File: config.mk
export PLATFORM = sky130hd
export DESIGN_NAME = mcu_playlist
export DESIGN_NICKNAME = d
export VERILOG_FILES = /design/src/rtl/mcu_pkg.sv /design/src/rtl/dffr.sv /design/src/rtl/mcu_playlist.sv
export SDC_FILE = /design/constraint.sdc
export NUM_CORES = 1
export LEC_CHECK = 0
export ABC_AREA = 1
export CAP_MARGIN = 20
export CELL_PAD_IN_SITES_DETAIL_PLACEMENT = 1
export CELL_PAD_IN_SITES_GLOBAL_PLACEMENT = 2
export CORE_AREA = 4 4 88 90
export CTS_CLUSTER_DIAMETER = 200
export CTS_CLUSTER_SIZE = 30
export DETAILED_ROUTE_END_ITERATION = 10
export DIE_AREA = 0 0 92 94
export DONT_BUFFER_PORTS = 1
export PLACE_DENSITY_LB_ADDON = 0.1
export SYNTH_ARGS = -nofsm -noshare
export SYNTH_HDL_FRONTEND = slang
export SYNTH_SLANG_ARGS = --single-unit
export TNS_END_PERCENT = 30
File: constraint.sdc
create_clock -name clk -period 1.9 [get_ports clk]
set_input_delay 0.38 -clock clk [delete_from_list [all_inputs] [get_ports clk]]
set_output_delay 0.38 -clock clk [all_outputs]
set_load 0.005 [all_outputs]
File: src/rtl/mcu_pkg.sv
// ============================================================================
// Module      : mcu_pkg
// Description : Shared state encodings and repeat-mode constants for the
//               music control unit playlist sequencer.
// Revision    : 1.0 - initial release
// ============================================================================
`default_nettype none

package mcu_pkg;

    // One-hot playback states
    localparam logic [3:0] ST_STOPPED = 4'b0001;
    localparam logic [3:0] ST_PLAYING = 4'b0010;
    localparam logic [3:0] ST_PAUSED  = 4'b0100;
    localparam logic [3:0] ST_SWITCH  = 4'b1000;

    // Repeat modes; the unused encoding 3 behaves like RPT_ALL
    localparam logic [1:0] RPT_ALL  = 2'd0;
    localparam logic [1:0] RPT_ONE  = 2'd1;
    localparam logic [1:0] RPT_STOP = 2'd2;

endpackage

`default_nettype wire

File: src/rtl/dffr.sv
// ============================================================================
// Module      : dffr
// Description : Parametrised register with synchronous active-high reset.
// Revision    : 1.0 - initial release
// ============================================================================
`default_nettype none

module dffr #(
    parameter int               WIDTH   = 1,
    parameter logic [WIDTH-1:0] RST_VAL = '0
) (
    input  logic             clk,
    input  logic             rst,
    input  logic [WIDTH-1:0] i_d,
    output logic [WIDTH-1:0] o_q
);

    always_ff @(posedge clk) begin
        if (rst) o_q <= RST_VAL;
        else     o_q <= i_d;
    end

endmodule

`default_nettype wire

File: src/rtl/mcu_playlist.sv
// ============================================================================
// Module      : mcu_playlist
// Description : Playlist sequencer driving the song player's play,
//               reset_player and song inputs from one-pulsed buttons.
// Revision    : 1.0 - initial release
// ============================================================================
`default_nettype none

module mcu_playlist
    import mcu_pkg::*;
#(
    parameter int NUM_SONGS      = 4,
    parameter int SONG_W         = $clog2(NUM_SONGS),
    parameter int RESTART_CYCLES = 48_000_000
) (
    input  logic              clk,
    input  logic              reset,
    input  logic              play_button,
    input  logic              next_button,
    input  logic              prev_button,
    input  logic [1:0]        repeat_mode,
    input  logic              song_done,
    output logic              play,
    output logic              reset_player,
    output logic [SONG_W-1:0] song
);

    localparam int                CNT_W       = $clog2(RESTART_CYCLES + 1);
    localparam logic [SONG_W-1:0] c_last_song = SONG_W'(NUM_SONGS - 1);
    localparam logic [CNT_W-1:0]  c_restart   = CNT_W'(RESTART_CYCLES);

    logic [3:0]        r_state,   w_state_d;
    logic [3:0]        r_target,  w_target_d;
    logic [SONG_W-1:0] r_song,    w_song_d;
    logic [CNT_W-1:0]  r_elapsed, w_elapsed_d;

    logic              w_skip_fwd;
    logic              w_skip_back;
    logic [SONG_W-1:0] w_song_inc;
    logic [SONG_W-1:0] w_song_dec;

    // Simultaneous next and prev cancel each other out
    assign w_skip_fwd  = next_button & ~prev_button;
    assign w_skip_back = prev_button & ~next_button;

    assign w_song_inc = (r_song == c_last_song) ? '0 : r_song + SONG_W'(1);
    assign w_song_dec = (r_song == '0) ? c_last_song : r_song - SONG_W'(1);

    always_comb begin
        w_state_d  = r_state;
        w_target_d = r_target;
        w_song_d   = r_song;
        case (r_state)
            ST_SWITCH: begin
                w_state_d = r_target;
            end
            ST_STOPPED, ST_PLAYING, ST_PAUSED: begin
                if (w_skip_fwd || w_skip_back) begin
                    w_state_d  = ST_SWITCH;
                    w_target_d = (r_state == ST_PLAYING) ? ST_PLAYING : ST_STOPPED;
                    if (w_skip_fwd)
                        w_song_d = w_song_inc;
                    else if (r_elapsed < c_restart)
                        w_song_d = w_song_dec;
                end else if (play_button) begin
                    w_state_d = (r_state == ST_PLAYING) ? ST_PAUSED : ST_PLAYING;
                end else if (song_done && (r_state == ST_PLAYING)) begin
                    w_state_d  = ST_SWITCH;
                    w_target_d = ST_PLAYING;
                    case (repeat_mode)
                        RPT_ONE: w_song_d = r_song;
                        RPT_STOP: begin
                            if (r_song == c_last_song) begin
                                w_song_d   = '0;
                                w_target_d = ST_STOPPED;
                            end else begin
                                w_song_d = w_song_inc;
                            end
                        end
                        RPT_ALL: w_song_d = w_song_inc;
                        default: w_song_d = w_song_inc;
                    endcase
                end
            end
            default: begin
                w_state_d  = ST_STOPPED;
                w_target_d = ST_STOPPED;
            end
        endcase
    end

    // Elapsed play time: advances only while playing, held across a pause
    always_comb begin
        w_elapsed_d = '0;
        case (r_state)
            ST_PLAYING: w_elapsed_d = (r_elapsed >= c_restart) ? c_restart
                                                               : r_elapsed + CNT_W'(1);
            ST_PAUSED:  w_elapsed_d = r_elapsed;
            default:    w_elapsed_d = '0;
        endcase
    end

    dffr #(.WIDTH(4), .RST_VAL(ST_STOPPED)) u_state (
        .clk(clk), .rst(reset), .i_d(w_state_d), .o_q(r_state)
    );

    dffr #(.WIDTH(4), .RST_VAL(ST_STOPPED)) u_target (
        .clk(clk), .rst(reset), .i_d(w_target_d), .o_q(r_target)
    );

    dffr #(.WIDTH(SONG_W), .RST_VAL('0)) u_song (
        .clk(clk), .rst(reset), .i_d(w_song_d), .o_q(r_song)
    );

    dffr #(.WIDTH(CNT_W), .RST_VAL('0)) u_elapsed (
        .clk(clk), .rst(reset), .i_d(w_elapsed_d), .o_q(r_elapsed)
    );

    // Outputs are registered from the next state so they align with r_state
    dffr #(.WIDTH(1), .RST_VAL(1'b0)) u_play (
        .clk(clk), .rst(reset), .i_d(w_state_d == ST_PLAYING), .o_q(play)
    );

    dffr #(.WIDTH(1), .RST_VAL(1'b0)) u_reset_player (
        .clk(clk), .rst(reset), .i_d(w_state_d == ST_SWITCH), .o_q(reset_player)
    );

    assign song = r_song;

endmodule

`default_nettype wire
## After elaboration in Yosys (flattened, before gate mapping)

Index checks and enable logic that the tools add are counted.

| operators by class | value |
|---|---|
| add/sub/neg operators | 3 |
| order comparisons | 2 |
| equal/unequal tests | 14 |
| muxes and demuxes | 23 |
| bitwise logic cells | 5 |
| reduce and logical (&&, ||, !) cells | 7 |

Operators with widths:

| kind | number |
|---|---|
| $pmux 26 s2 | 1 |
| $add 26x1->26 const B | 1 |
| $ge 26x26->1 const B | 1 |
| $lt 26x26->1 const B | 1 |
| $mux 26 | 1 |
| $mux 4 | 6 |
| $mux 2 | 11 |
| $pmux 4 s2 | 2 |
| $eq 4x2->1 const B | 2 |
| $eq 4x4->1 const B | 2 |
| $ne 3x3->1 const B | 2 |
| $reduce_and 5->1 | 1 |
| $eq 2x2->1 const B | 2 |
| $eq 4x1->1 const B | 1 |
| $eq 4x3->1 const B | 1 |
| $pmux 2 s2 | 1 |
| $mux 3 | 1 |
| $ne 3x2->1 const B | 1 |
| $not 1->1 | 3 |
| $reduce_and 3->1 | 1 |
| $reduce_or 3->1 | 1 |
| $add 2x1->2 const B | 1 |
| $and 1x1->1 | 2 |
| $eq 2x1->1 const B | 1 |
| other kinds (7) | 7 |

| word-level totals | value |
|---|---|
| register bits after elaboration | 38 |
| bits of input ports | 8 |
| output and inout port bits | 4 |
| word-level logic and storage cells | 60 |

## Logic depth before layout (Yosys ltp)

| logic depth | value |
|---|---|
| depth after elaboration | 7 |
| mapped depth | 11 |

## By module

Synthesis repeated with hierarchy kept, for this count alone.

| unflattened totals | value |
|---|---|
| cells, all modules | 442 |
| area total of the unflattened synthesis | 2,668.8 um^2 |

Modules (own cells, without submodules):

| module | times used | cells an instance | area an instance (um^2) | seq. area each (um^2) |
|---|---|---|---|---|
| mcu_playlist | 1 | 323 | 1,574.0 | 0.0 |
| dffr (u_elapsed) | 1 | 81 | 752.0 | 520.5 |
| dffr (u_state ...) | 2 | 13 | 113.9 | 80.1 |
| dffr (u_play ...) | 2 | 3 | 30.0 | 20.0 |
| dffr (u_song) | 1 | 6 | 55.1 | 40.0 |

## Least setup slack after synthesis

No wires, ideal clock.

| path | value |
|---|---|
| path type | input to register |
| start | input next_button |
| end | register u_song.o_q[1] |
| arrival | 1.317 ns |
| slack | 0.448 ns |
| stages on the path | 10 |
| cells stage by stage | inv_1 -> ha_1 -> inv_1 -> nor2_1 -> nand2_1 -> nand3_1 -> nor2_2 -> nand2_1 -> nand2_1 -> a21oi_1 |

| on the way | value |
|---|---|
| longest elaborated chain between the ends | 5 |

Ends and longest elaborated chain:

| item | RTL line | source |
|---|---|---|
| start: declaration | mcu_playlist.sv:19 | `input logic next_button,` |
| $not 1->1 | mcu_playlist.sv:44 | `assign w_skip_back = prev_button & ~next_button;` |
| $and 1x1->1 | mcu_playlist.sv:44 |  |
| $logic_or 1x1->1 | mcu_playlist.sv:58 | `if (w_skip_fwd \|\| w_skip_back) begin` |
| $ne 3x2->1 (no line) (tied with other cells) | -- |  |
| $reduce_and 5->1 (no line) | -- |  |
| end signal: assignment | dffr.sv:20 | `else o_q <= i_d;` |
| end: declaration | dffr.sv:15 | `output logic [WIDTH-1:0] o_q` |

Several ways; a longest one is shown, not always the timed one.
A chain may end at the register's enable or synchronous reset.

## Worst setup path in the final report

| path | value |
|---|---|
| start | register u_state.o_q[3] |
| end | register u_elapsed.o_q[13] |

| on the way | value |
|---|---|
| longest elaborated chain between the ends | 2 |

Ends and longest elaborated chain:

| item | RTL line | source |
|---|---|---|
| start: declaration | dffr.sv:15 |  |
| start signal: assignment | dffr.sv:20 |  |
| $eq 4x3->1 or $eq 4x2->1 (tied branches) | mcu_playlist.sv:95 | `case (r_state)` |
| $pmux 26 s2 | mcu_playlist.sv:95 |  |
| end signal: assignment | dffr.sv:20 |  |
| end: declaration | dffr.sv:15 |  |

Several ways; a longest one is shown, not always the timed one.

==> metrics.cfg <==
[run_status]
status = complete, no violations

[timing]
skew_ns = 0.00832
setup_tns_ns = 0
whs_ns = 0.142
tightestPinTransition_ns = 0.268
fin_crit_ns = 1.54
max_slew_margin = 0.821
slew_viol_final = 0
layout_setup_ws_ns = 0.361
clock.fmax_mhz = 650
rsz0062_at_grt = no
finalCritPeriodShare = 0.810
hold_viol = 0
setup_viol = 0

[yosys]
synth_area_per_cell_um2 = 6.61
yosysUniqueCellTypes = 36
yosys_warnings = 0
netlist_area_um2 = 2370
yosysMostFrequentCell = nand2_1
syn_inst = 358
synth_top_area_cell = dfxtp_1
ys.flop_type = dfxtp_1
ys_ff_latch = 36
synthAdderAreaFrac = 0.0317
synth-simple-area-share = 0.445
synth_top_family_by_area = simple AND/OR/NAND/NOR gates
synth_nets = 372
ys_top_cells_by_area = dfxtp_1 30%, nand2_1 17%, nor2_1 6.7%
synth_xor_area_frac = 0.0296
synth.top_cell.area_share = 0.304
ys_async_sr_fraction = 0
synth_edf_count = 0
seq_area_frac_synth = 0.304
ys_top_cells_by_count = 109 x nand2_1, 42 x nor2_1, 37 x inv_1
synth_compound_area_frac = 0.0988
muxShareOfSynthArea = 0

[grt]
top_usage_layer = met2
grt_usage = 0.165
use_met2 = 0.299
grt_util_met3 = 0.0321
antenna_found_initial = 0
grt_start_max_net_pins = 24
grt_pass1_vias = 2279
grt_overflow = 0
grt_pass1_wl_mm = 11.1
use_met1 = 0.199

[power_and_ir_drop]
ir_worst_vdd_v = 0.000300
p_leak_uw = 0.00101
p_per_area_nw_per_um2 = 621

[flow_run]
drv_cap = 0

[drt]
vias = 2213
wirelength_mm = 6.43
via_per_inst = 4.78
drcViolationCount = 0
firstDrtPassIters = 4
routedWlPerCell_um = 13.9
drt_iter0_markers = 72
antenna_left = 0

[clocking]
cts_tree = yes
insertion_delay_ns = 0.29
path_clk_slew_ns = 0.08
cts_setup_buffers = 0
root_buffer = clkbuf_8
cts_resized = 0
cts_num_sinks = 36
cts_buffers = 5
htree_levels = 2
cts_hold_buf = 0
cts.path.max_buffers = 2

[worst_setup_path]
path_buf_inv = 2
crit_required_ns = 2.13
cp_cell_sequence = nor2_1 > nand3_2 > clkinv_1 > buf_4 > nand2_1 > nand2_1 > nand2_1 > a21oi_1
cp-end-kind = flip-flop
critPathArrivalTime_ns = 1.77
critPathSlowestCell = dfxtp_1
cp-start-kind = flip-flop
crit_top_cell = nand2_1
critPathKind = flip-flop to flip-flop
path_max_fanout = 11
max_stage_delay_ns = 0.33
crit_family = simple AND/OR/NAND/NOR gates

[die]
core-area_um2 = 7060
num_io_pins = 12
initial_utilization = 0.335
die_w_um = 92
die-area_um2 = 8650
die_y_um = 94
num_rows = 31

[final_layout]
area_growth_pct = 8.35
num-fill-cells = 942
multi_input_comb_area_um2 = 1430
seqCellArea_um2 = 721
nNetsFinal = 377
antenna_cells = 0
drive_gt1_frac = 0.157

[place]
dp_slack_ns = 0.335
dpl.hpwl_mm = 5.08
io_buffers = 0
place_congestion = 0.763

[worst_hold_path]
hold_path.class = input pin to flip-flop

==> sequential cells by signal, summed over array words and instances, names as in the netlist <==
signal,cells
u_reset_player.o_q,1
u_song.o_q,2
u_target.o_q,2
u_play.o_q,1
u_state.o_q,4
u_elapsed.o_q,26
==> stage by stage <==
| stage | cell area [um2] | utilization | cells | power (uW) |
|---|---|---|---|---|
| after floorplan | 2370 | - | 358 | 1010 |
| after global placement | 2480 | 0.351 | 455 | 1050 |
| after detailed placement | 2480 | 0.351 | 455 | 1060 |
| after CTS | 2560 | 0.363 | 463 | 1640 |
| after global routing | 2560 | 0.363 | 463 | 1690 |
| final | 2560 | 0.363 | 463 | 1590 |
==> per-layer routing <==
metal	part of all wire	vias up
met1	0.47	1057
met2	0.50	19
li1	-	1130
met5	0	-
met3	0.022	7
met4	0.012	0
==> power breakdown <==
group          internal, uW  switching [uW]
logic                  73.9             153
clock network           262             296
registers               786            22.7
==> final cells by class <==
cell class	instances	share of cell area
Clock buffer	7	0.0298
Clock inverter	1	0.00341
Inverter	45	0.0673
Multi-Input combinational cell	271	0.559
Sequential cell	36	0.281
Tap cell	99	0.0483
Timing Repair Buffer	4	0.0117
==> cells in the final DEF, fill, tap and decap left out, types with 4 or more instances in the layout <==
cell type,netlist,routed
dfxtp_1,36,36
nand4_1,5,5
ha_1,6,6
nand3_1,24,24
a21oi_1,21,21
a21oi_2,4,4
inv_2,5,5
inv_1,37,37
nor2_1,42,42
xor2_1,6,6
buf_4,3,4
clkbuf_8,0,5
nand2_2,11,11
o21ai_0,8,8
nor2_4,10,10
nand2_1,109,109
==> logic make-up (layout without fill, tap and decap cells) <==
family	Yosys count	in the layout
flip-flops	36	36
AO/OA/AOI/OAI	40	40
AND/OR/NAND/NOR	217	217
buffers and inverters	51	57
adder cells (fa/ha/maj)	6	6
XOR/XNOR	8	8
==> final timing paths <==
check / startpoint / to / slack (ns) / depth (start not counted)
max: u_state.o_q[3] / u_elapsed.o_q[13] / 0.36 / 8
min: reset / u_elapsed.o_q[20] / 0.14 / 1
max reg2reg: u_state.o_q[3] / u_elapsed.o_q[13] / 0.36 / 8
min reg2reg: u_elapsed.o_q[25] / u_elapsed.o_q[25] / 0.47 / 2
Power figures use the tool's default switching activity.
